[src/rtl/scoreboard_scalar.sv]
// Per-issue-slice register scoreboard: holds the buffer head until its registers are free,
// forwards it through a one-entry output register and tracks destination registers in flight.
module scoreboard_scalar #(
  parameter int unsigned WIS_CNT = 1,
  parameter int unsigned WIS_W   = (WIS_CNT > 1) ? $clog2(WIS_CNT) : 1,
  parameter int unsigned NR_BITS = 6,
  parameter int unsigned DATAW   = 128
) (
  input  logic               clk,
  input  logic               reset,
  input  logic               in_valid,
  output logic               in_ready,
  input  logic [WIS_W-1:0]   in_wis,
  input  logic               in_wb,
  input  logic [NR_BITS-1:0] in_rd,
  input  logic [NR_BITS-1:0] in_rs1,
  input  logic [NR_BITS-1:0] in_rs2,
  input  logic [NR_BITS-1:0] in_rs3,
  input  logic [DATAW-1:0]   in_data,
  output logic               out_valid,
  input  logic               out_ready,
  output logic [WIS_W-1:0]   out_wis,
  output logic               out_wb,
  output logic [NR_BITS-1:0] out_rd,
  output logic [NR_BITS-1:0] out_rs1,
  output logic [NR_BITS-1:0] out_rs2,
  output logic [NR_BITS-1:0] out_rs3,
  output logic [DATAW-1:0]   out_data,
  input  logic               wb_valid,
  input  logic [WIS_W-1:0]   wb_wis,
  input  logic [NR_BITS-1:0] wb_rd,
  input  logic               wb_eop,
  output logic [31:0]        perf_stalls
);

  localparam int unsigned NREGS = 2 ** NR_BITS;

  logic [NREGS-1:0]   r_pending [WIS_CNT];
  logic               r_out_valid;
  logic [WIS_W-1:0]   r_out_wis;
  logic               r_out_wb;
  logic [NR_BITS-1:0] r_out_rd;
  logic [NR_BITS-1:0] r_out_rs1;
  logic [NR_BITS-1:0] r_out_rs2;
  logic [NR_BITS-1:0] r_out_rs3;
  logic [DATAW-1:0]   r_out_data;
  logic [31:0]        r_perf;

  logic               w_release;
  logic               w_set;
  logic [NREGS-1:0]   w_pend_sel;
  logic [NREGS-1:0]   w_rel_mask;
  logic [NREGS-1:0]   w_view;
  logic               w_hazard;
  logic               w_space;
  logic               w_fire;

  assign w_release = wb_valid && wb_eop && (wb_rd != '0);

  always_comb begin
    w_pend_sel = '0;
    for (int w = 0; w < int'(WIS_CNT); w++) begin
      if (in_wis == WIS_W'(w)) w_pend_sel = r_pending[w];
    end
  end

  // Same-cycle release is bypassed so a dependent can issue alongside its writeback.
  assign w_rel_mask = (w_release && (wb_wis == in_wis)) ? (NREGS'(1) << wb_rd) : '0;
  assign w_view     = w_pend_sel & ~w_rel_mask;

  assign w_hazard = in_valid &&
                    (((in_rs1 != '0) && w_view[in_rs1]) ||
                     ((in_rs2 != '0) && w_view[in_rs2]) ||
                     ((in_rs3 != '0) && w_view[in_rs3]) ||
                     (in_wb && (in_rd != '0) && w_view[in_rd]));

  assign w_space  = !r_out_valid || out_ready;
  assign in_ready = !w_hazard && w_space;
  assign w_fire   = in_valid && in_ready;
  assign w_set    = w_fire && in_wb && (in_rd != '0);

  always_ff @(posedge clk) begin
    if (reset) begin
      for (int w = 0; w < int'(WIS_CNT); w++) r_pending[w] <= '0;
    end else begin
      // The set comes after the release, so a same-entry collision leaves the bit set.
      for (int w = 0; w < int'(WIS_CNT); w++) begin
        if (w_release && (wb_wis == WIS_W'(w))) r_pending[w][wb_rd] <= 1'b0;
        if (w_set && (in_wis == WIS_W'(w)))     r_pending[w][in_rd] <= 1'b1;
      end
    end
  end

  always_ff @(posedge clk) begin
    if (reset) begin
      r_out_valid <= 1'b0;
      r_out_wis   <= '0;
      r_out_wb    <= 1'b0;
      r_out_rd    <= '0;
      r_out_rs1   <= '0;
      r_out_rs2   <= '0;
      r_out_rs3   <= '0;
      r_out_data  <= '0;
    end else if (w_fire) begin
      r_out_valid <= 1'b1;
      r_out_wis   <= in_wis;
      r_out_wb    <= in_wb;
      r_out_rd    <= in_rd;
      r_out_rs1   <= in_rs1;
      r_out_rs2   <= in_rs2;
      r_out_rs3   <= in_rs3;
      r_out_data  <= in_data;
    end else if (out_ready) begin
      r_out_valid <= 1'b0;
    end
  end

  always_ff @(posedge clk) begin
    if (reset) begin
      r_perf <= '0;
    end else if (w_hazard && (r_perf != '1)) begin
      r_perf <= r_perf + 32'd1;
    end
  end

  assign out_valid   = r_out_valid;
  assign out_wis     = r_out_wis;
  assign out_wb      = r_out_wb;
  assign out_rd      = r_out_rd;
  assign out_rs1     = r_out_rs1;
  assign out_rs2     = r_out_rs2;
  assign out_rs3     = r_out_rs3;
  assign out_data    = r_out_data;
  assign perf_stalls = r_perf;

endmodule

[config.mk]
export PLATFORM = sky130hd
export DESIGN_NAME = scoreboard_scalar
export DESIGN_NICKNAME = d
export VERILOG_FILES = /design/src/rtl/scoreboard_scalar.sv
export SDC_FILE = /design/constraint.sdc
export NUM_CORES = 1
export LEC_CHECK = 0
export BUFFER_PORTS_ARGS = -buffer_cell sky130_fd_sc_hd__clkbuf_2
export CAP_MARGIN = 20
export CORE_UTILIZATION = 40
export CTS_BUF_LIST = sky130_fd_sc_hd__clkbuf_16
export CTS_CLUSTER_DIAMETER = 50
export CTS_CLUSTER_SIZE = 20
export DETAILED_ROUTE_END_ITERATION = 12
export GPL_ROUTABILITY_DRIVEN = 0
export PLACE_DENSITY_LB_ADDON = 0.15
export SLEW_MARGIN = 20
export SYNTH_ARGS = -nofsm -noshare
export SYNTH_HDL_FRONTEND = slang
export SYNTH_SLANG_ARGS = --single-unit
[constraint.sdc]
create_clock -name clk -period 4.5 [get_ports clk]
set_input_delay 0.225 -clock clk [delete_from_list [all_inputs] [get_ports clk]]
set_output_delay 0.225 -clock clk [all_outputs]
set_load 0.005 [all_outputs]
### After elaboration in Yosys (flattened, before gate mapping)

Memories as Yosys holds them, arrays and structs flattened.
Index checks and enable logic that the tools add are counted.

* bits in read-only memories: 0
* bits in latches: 0
* memories: 1
* input port bits: 167
* flip-flop bits (word level): 187
* RAM bits: 64

* shift operators: 1
* reductions and logical operators: 31
* magnitude comparators: 7
* equality and inequality tests: 2
* muxes and demuxes: 26
* bitwise gates (word level): 4
* divide/modulo/power cells: 0
* $mul: 0
* add/sub/neg operators: 1

Memory list
* r_pending: words 1, width 64, read ports 1, clocked after Yosys merged registers in 0, wr ports 2, line 38 `logic [NREGS-1:0] r_pending [WIS_CNT];`

Operators with widths (count)
* $mux 64: 6
* $and 64x64->64: 1
* $not 64->64: 1
* $reduce_or 64->1: 1
* $shl 1x6->64 const A: 1
* $lt 6x7->1 const B: 5
* $add 32x1->32 const B: 1
* $ne 32x32->1 const B: 1
* $reduce_bool 6->1: 5
* $bmux 1 s6: 4
* $logic_and 1x1->1: 18
* $mux 1: 14
* $demux 1 s6: 2
* $ge 6x1->1 const B: 2
* $logic_or 1x1->1: 4
* $logic_not 1->1: 2
* $not 1->1: 2
* $reduce_bool 2->1: 1
* $eq 1x1->1: 1

### Logic depth before layout (Yosys ltp)

* depth in word-level cells: 22
* depth in mapped cells: 16

### Worst setup path before layout

Ideal clock, no wire load.

* path type: in2out
* start: in wb_rd[3]
* end: out in_ready
* arrival: 3.387 ns
* setup slack: 0.888 ns
* stages: 13
* required time: 4.275 ns
* path through: buf_2 -> or3b_1 -> buf_2 -> or3_1 -> o21a_1 -> a221o_1 -> a32o_1 -> a32o_1 -> a22o_1 -> o41ai_4 -> buf_4 -> buf_4 -> and2_1

* longest elaborated chain between the ends: 15
* elaborated cells between the ends (all ways): 25

Ends and longest elaborated chain
* start: declaration: line 31 `input logic [NR_BITS-1:0] wb_rd,`
* $reduce_bool 6->1: line 58 `assign w_release = wb_valid && wb_eop && (wb_rd != '0);`
* $logic_and 1x1->1: line 58
* $logic_and 1x1->1: line 68 `assign w_rel_mask = (w_release && (wb_wis == in_wis)) ? (NREGS'(1) << wb_rd) : '0;`
* $mux 64 (*): line 68
* $not 64->64 (*): line 69 `assign w_view = w_pend_sel & ~w_rel_mask;`
* $and 64x64->64 (*): line 69
* $bmux 1 s6 (on tied branches): line 72, 73
* $mux 1 (on tied branches): line 72, 73
* $logic_and 1x1->1 (on tied branches): line 72, 73
* $logic_or 1x1->1: line 72 `(((in_rs1 != '0) && w_view[in_rs1]) ||`
* $logic_or 1x1->1: line 73 `((in_rs2 != '0) && w_view[in_rs2]) ||`
* $logic_or 1x1->1 (*): line 74 `((in_rs3 != '0) && w_view[in_rs3]) ||`
* $logic_and 1x1->1 (*): line 71 `assign w_hazard = in_valid &&`
* $logic_not 1->1 (*): line 78 `assign in_ready = !w_hazard && w_space;`
* $logic_and 1x1->1 (*): line 78
* end: declaration: line 12 `output logic in_ready,`

Every way passes the cells marked *; elsewhere a longest branch is shown, timed or not. The select of a mux whose other input is x is not followed.

### Worst setup path in the final report

* start: in wb_rd[1]
* end: out in_ready

The elaborated chain is that of the path after synthesis.

==> impl_metrics.py <==
metrics = {
    "logic_synthesis": {
        "synth_top_area_share_pct": 31.91,
        "yosysTopAreaCell": "dfxtp_1",
        "syn_area_sq_um": 15750,
        "yosysWarningCount": 0,
        "ys_ff_latch": 251,
        "synth-seq-area-share_pct": 31.91,
        "synth.area.top_cells": "dfxtp_1 32%, nand2b_1 13%, mux2i_1 10%",
        "yosysUniqueCellTypes": 82,
        "synth_nets": 1986,
        "synthArstFlopShare_pct": 0,
        "synth-edff-count": 0,
        "syn_avg_cell_area_sq_um": 8.661,
        "synthFlopType": "dfxtp_1",
        "synthCells": 1818,
    },
    "global_routing": {
        "grt_antenna_before_repair": 2,
        "grt_max_degree": 164,
        "grt_use_total_pct": 29.88,
        "grt-ovfl-total": 0,
        "grt_pass1_wl_mm": 94.97,
        "grt_pass1_vias": 15970,
    },
    "floorplanning": {
        "die-width_microns": 200.4,
        "pin_count": 355,
        "dieArea_sq_um": 40160,
        "core.rowCount": 72,
        "die_y_microns": 200.4,
        "core_sq_um": 38740,
        "start_util_pct": 40.65,
    },
    "worst_setup_path": {
        "crit_end": "in_ready",
        "crit_top_cell": "clkbuf_2",
        "path_max_fanout": 39,
        "critPathKind": "input port to primary output",
        "crit_slowest_cell": "o41ai_1",
        "cp_data_arrival_time_ns": 4.12,
        "rrSetupSlack_ns": 0.96,
        "worst_setup_path_end_kind": "primary output",
        "cp-startpoint": "wb_rd[1]",
        "worstRegToRegCells": 12,
        "cp_cell_sequence": "clkbuf_2 -> nand3b_1 -> o41ai_1 -> o32ai_1 -> nor4_1 -> a21oi_1 -> a32o_1 -> a22o_1 -> o41ai_4 -> buf_12 -> and2_1 -> clkbuf_2",
        "cp.required_ns": 4.28,
        "cp_slowest_stage_delay_ns": 0.92,
        "timing.rr.start": "r_pending[0][3]",
        "cp-start-kind": "input port",
        "r2r_end": "r_pending[0][28]",
    },
    "timing": {
        "hold_viol": 0,
        "slew_headroom_pct": 32.19,
        "layout_setup_ws_ns": 0.1577,
        "finalMaxSlewViolations": 0,
        "setup_viol": 0,
        "finClkSkew_ns": 0.02102,
        "fmax_mhz": 230.3,
        "rsz0062_at_grt": "no",
        "tns_ns": 0,
        "finalCritPeriodShare_pct": 96.50,
        "period_minus_slack_ns": 4.342,
        "worst_pin_slew_ns": 0.9915,
    },
    "clock_tree": {
        "cts_tree": "yes",
        "htree_levels": 2,
        "cts_resized": 0,
        "clkTransAtPathRegs_ns": 0.07,
        "cts_setup_buffers": 0,
        "clk_path_buf_depth": 3,
        "clock-sinks": 251,
        "cts_made_buffers": 34,
        "clk_latency_ns": 0.54,
        "clockRootBuffer": "clkbuf_16",
    },
    "detailed_routing": {
        "num_vias": 16650,
        "antenna_left": 0,
        "drc_errors": 0,
        "drtIter0Drc": 1783,
        "totalWireLength_mm": 61.92,
        "dr.pass1.iters": 7,
        "routedWlPerCell_microns": 21.96,
        "vias_per_cell": 5.906,
    },
    "power": {
        "switchingPower_mw": 1.723,
        "peakVddDrop_mv": 0.2788,
        "p_leak_nw": 7.922,
        "switching_share_pct": 29.21,
        "power.share.clock_pct": 42.2,
        "combPwrFrac_pct": 17.9,
        "power-per-cell-area_nw_per_um2": 285.3,
        "seq_power_share_pct": 39.9,
        "power_mw": 5.899,
        "power.internal_mw": 4.176,
    },
    "place": {
        "hpwlAfterDp_mm": 43.33,
        "post-place-ws_ns": 0.1985,
        "place_inst": 2627,
        "numPortBuffers": 354,
    },
    "finish": {
        "drive_gt1_share_pct": 25.96,
        "area_growth_pct": 31.33,
        "fillerInstances": 3572,
        "final_core_util_pct": 53.38,
        "layout.cells.non_filler": 2819,
        "nNetsFinal": 2443,
    },
    "run": {
        "maxCapViolations": 0,
    },
    "min_path": {
        "hold_class": "input port to flop",
    },
    "outcome": {
        "status": "complete, no violations",
    },
}
-- power by group through the flow --
stage                     registers, mW  logic, mW  clock network, mW
final                              2.36       1.05               2.49
after global routing               2.36       1.12               2.64
after CTS                          2.35       1.04               2.55
after detailed placement           2.40      0.937                  0
after global placement             2.40      0.933                  0
after floorplan                    2.41      0.569                  0
-- area by class of cell --
class                      instances  area [sq um]  share of cell area, %
multi-input combinational       1381          9902                  47.89
sequential                       251          5025                  24.30
timing repair buffer             587          3985                  19.27
clock buffer                      34         850.8                  4.115
tap                              518         648.1                  3.134
clock inverter                    27         188.9                 0.9137
inverter                          20         75.07                 0.3631
antenna                            1         2.502                0.01210
-- routing by layer --
metal / share of wire, % / up-vias / GRT usage [%]
met4: 5.4 / 2 / 14.86
met5: 0.021 / - / 0
met3: 9.8 / 244 / 7.403
li1: - / 7592 / -
met2: 45 / 974 / 47.16
met1: 40 / 7837 / 37.88
-- critical path, delay by kind of cell --
kind,cells,cell delay [ns]
buffers and inverters,3,0.61
AND/OR/NAND/NOR,3,1.06
AO/OA/AOI/OAI,6,2.19
-- cell usage after synthesis, drive strengths merged, types with 8 or more instances --
library cell    n
a21oi          52
a22oi           8
a31oi           8
and3           11
buf            46
clkbuf        120
dfxtp         251
inv            20
mux2           16
mux2i         165
nand2          91
nand2b        325
nand3          40
nand3b         40
nand4          19
nor2           71
nor2b          52
nor3           34
nor3b           8
nor4           16
o211ai         18
o21ai          95
o221ai         15
o22ai          19
o31ai          24
o41ai         105
or3            25
or4            11
-- flip-flops by register name, summed over array words and instances, names as in the netlist --
signal and cells:
out_rs1 6, out_rs3 6, out_rd 6, out_wis 1, out_data 128, out_wb 1, r_pending 64, out_rs2 6
perf_stalls 32, out_valid 1
-- through the flow --
stage | cell area, sq um | hold slack, ns
floorplan | 15750 | 0.3774
global placement | 18330 | 0.4573
detailed placement | 18330 | 0.4611
CTS | 20670 | 0.01583
global route | 20680 | 0.05174
finish | 20680 | 0.03989
-- logic make-up (layout without fill, tap and decap cells) --
logic type / count (synthesis) / count (layout) / share of synthesized area [%]
compound gates: 413 / 413 / 21.43
mux: 184 / 184 / 12.06
fa+ha+maj: 1 / 1 / 0.07945
flops: 251 / 251 / 31.91
buf+inv: 186 / 668 / 5.420
other cells: 0 / 1 / 0
xor+xnor: 3 / 3 / 0.2146
simple gates: 780 / 780 / 28.88
-- layout by cell type (no fill, tap or decap), types with 24 or more instances in the layout --
master         instances
o31ai_1               24
clkbuf_2             353
nand3b_1              40
mux2i_1              165
nand3_1               39
buf_4                 92
a21oi_1               52
dfxtp_1              251
nand2_1               91
or3_1                 24
clkbuf_16             34
nor2_1                71
o41ai_1               49
dlygate4sd3_1        130
nor3_1                33
nand2b_1             325
o41ai_2               55
nor2b_1               52
o21ai_0               83
-- how the worst min path moves through the flow --
stage / end / startpoint / slack [ns] / cells past startpoint
6_report: out_rs3[5] / in_rs3[5] / 0.04 / 3
2_1_floorplan: out_wb / in_wb / 0.38 / 2
4_1_cts: out_rs3[5] / in_rs3[5] / 0.02 / 3
5_1_grt: out_rs3[5] / in_rs3[5] / 0.05 / 3
3_5_place_dp: out_data[23] / out_data[23] / 0.46 / 2
3_3_place_gp: out_data[91] / out_data[91] / 0.46 / 2
-- timing repair --
item | 4_1_cts | 5_1_grt
hold buffers | 130 | 0
setup endpoints to repair | 0 | 0
endpoints found under the hold margin | 130 | 0
Note: power is estimated with default switching activity, not from simulation.
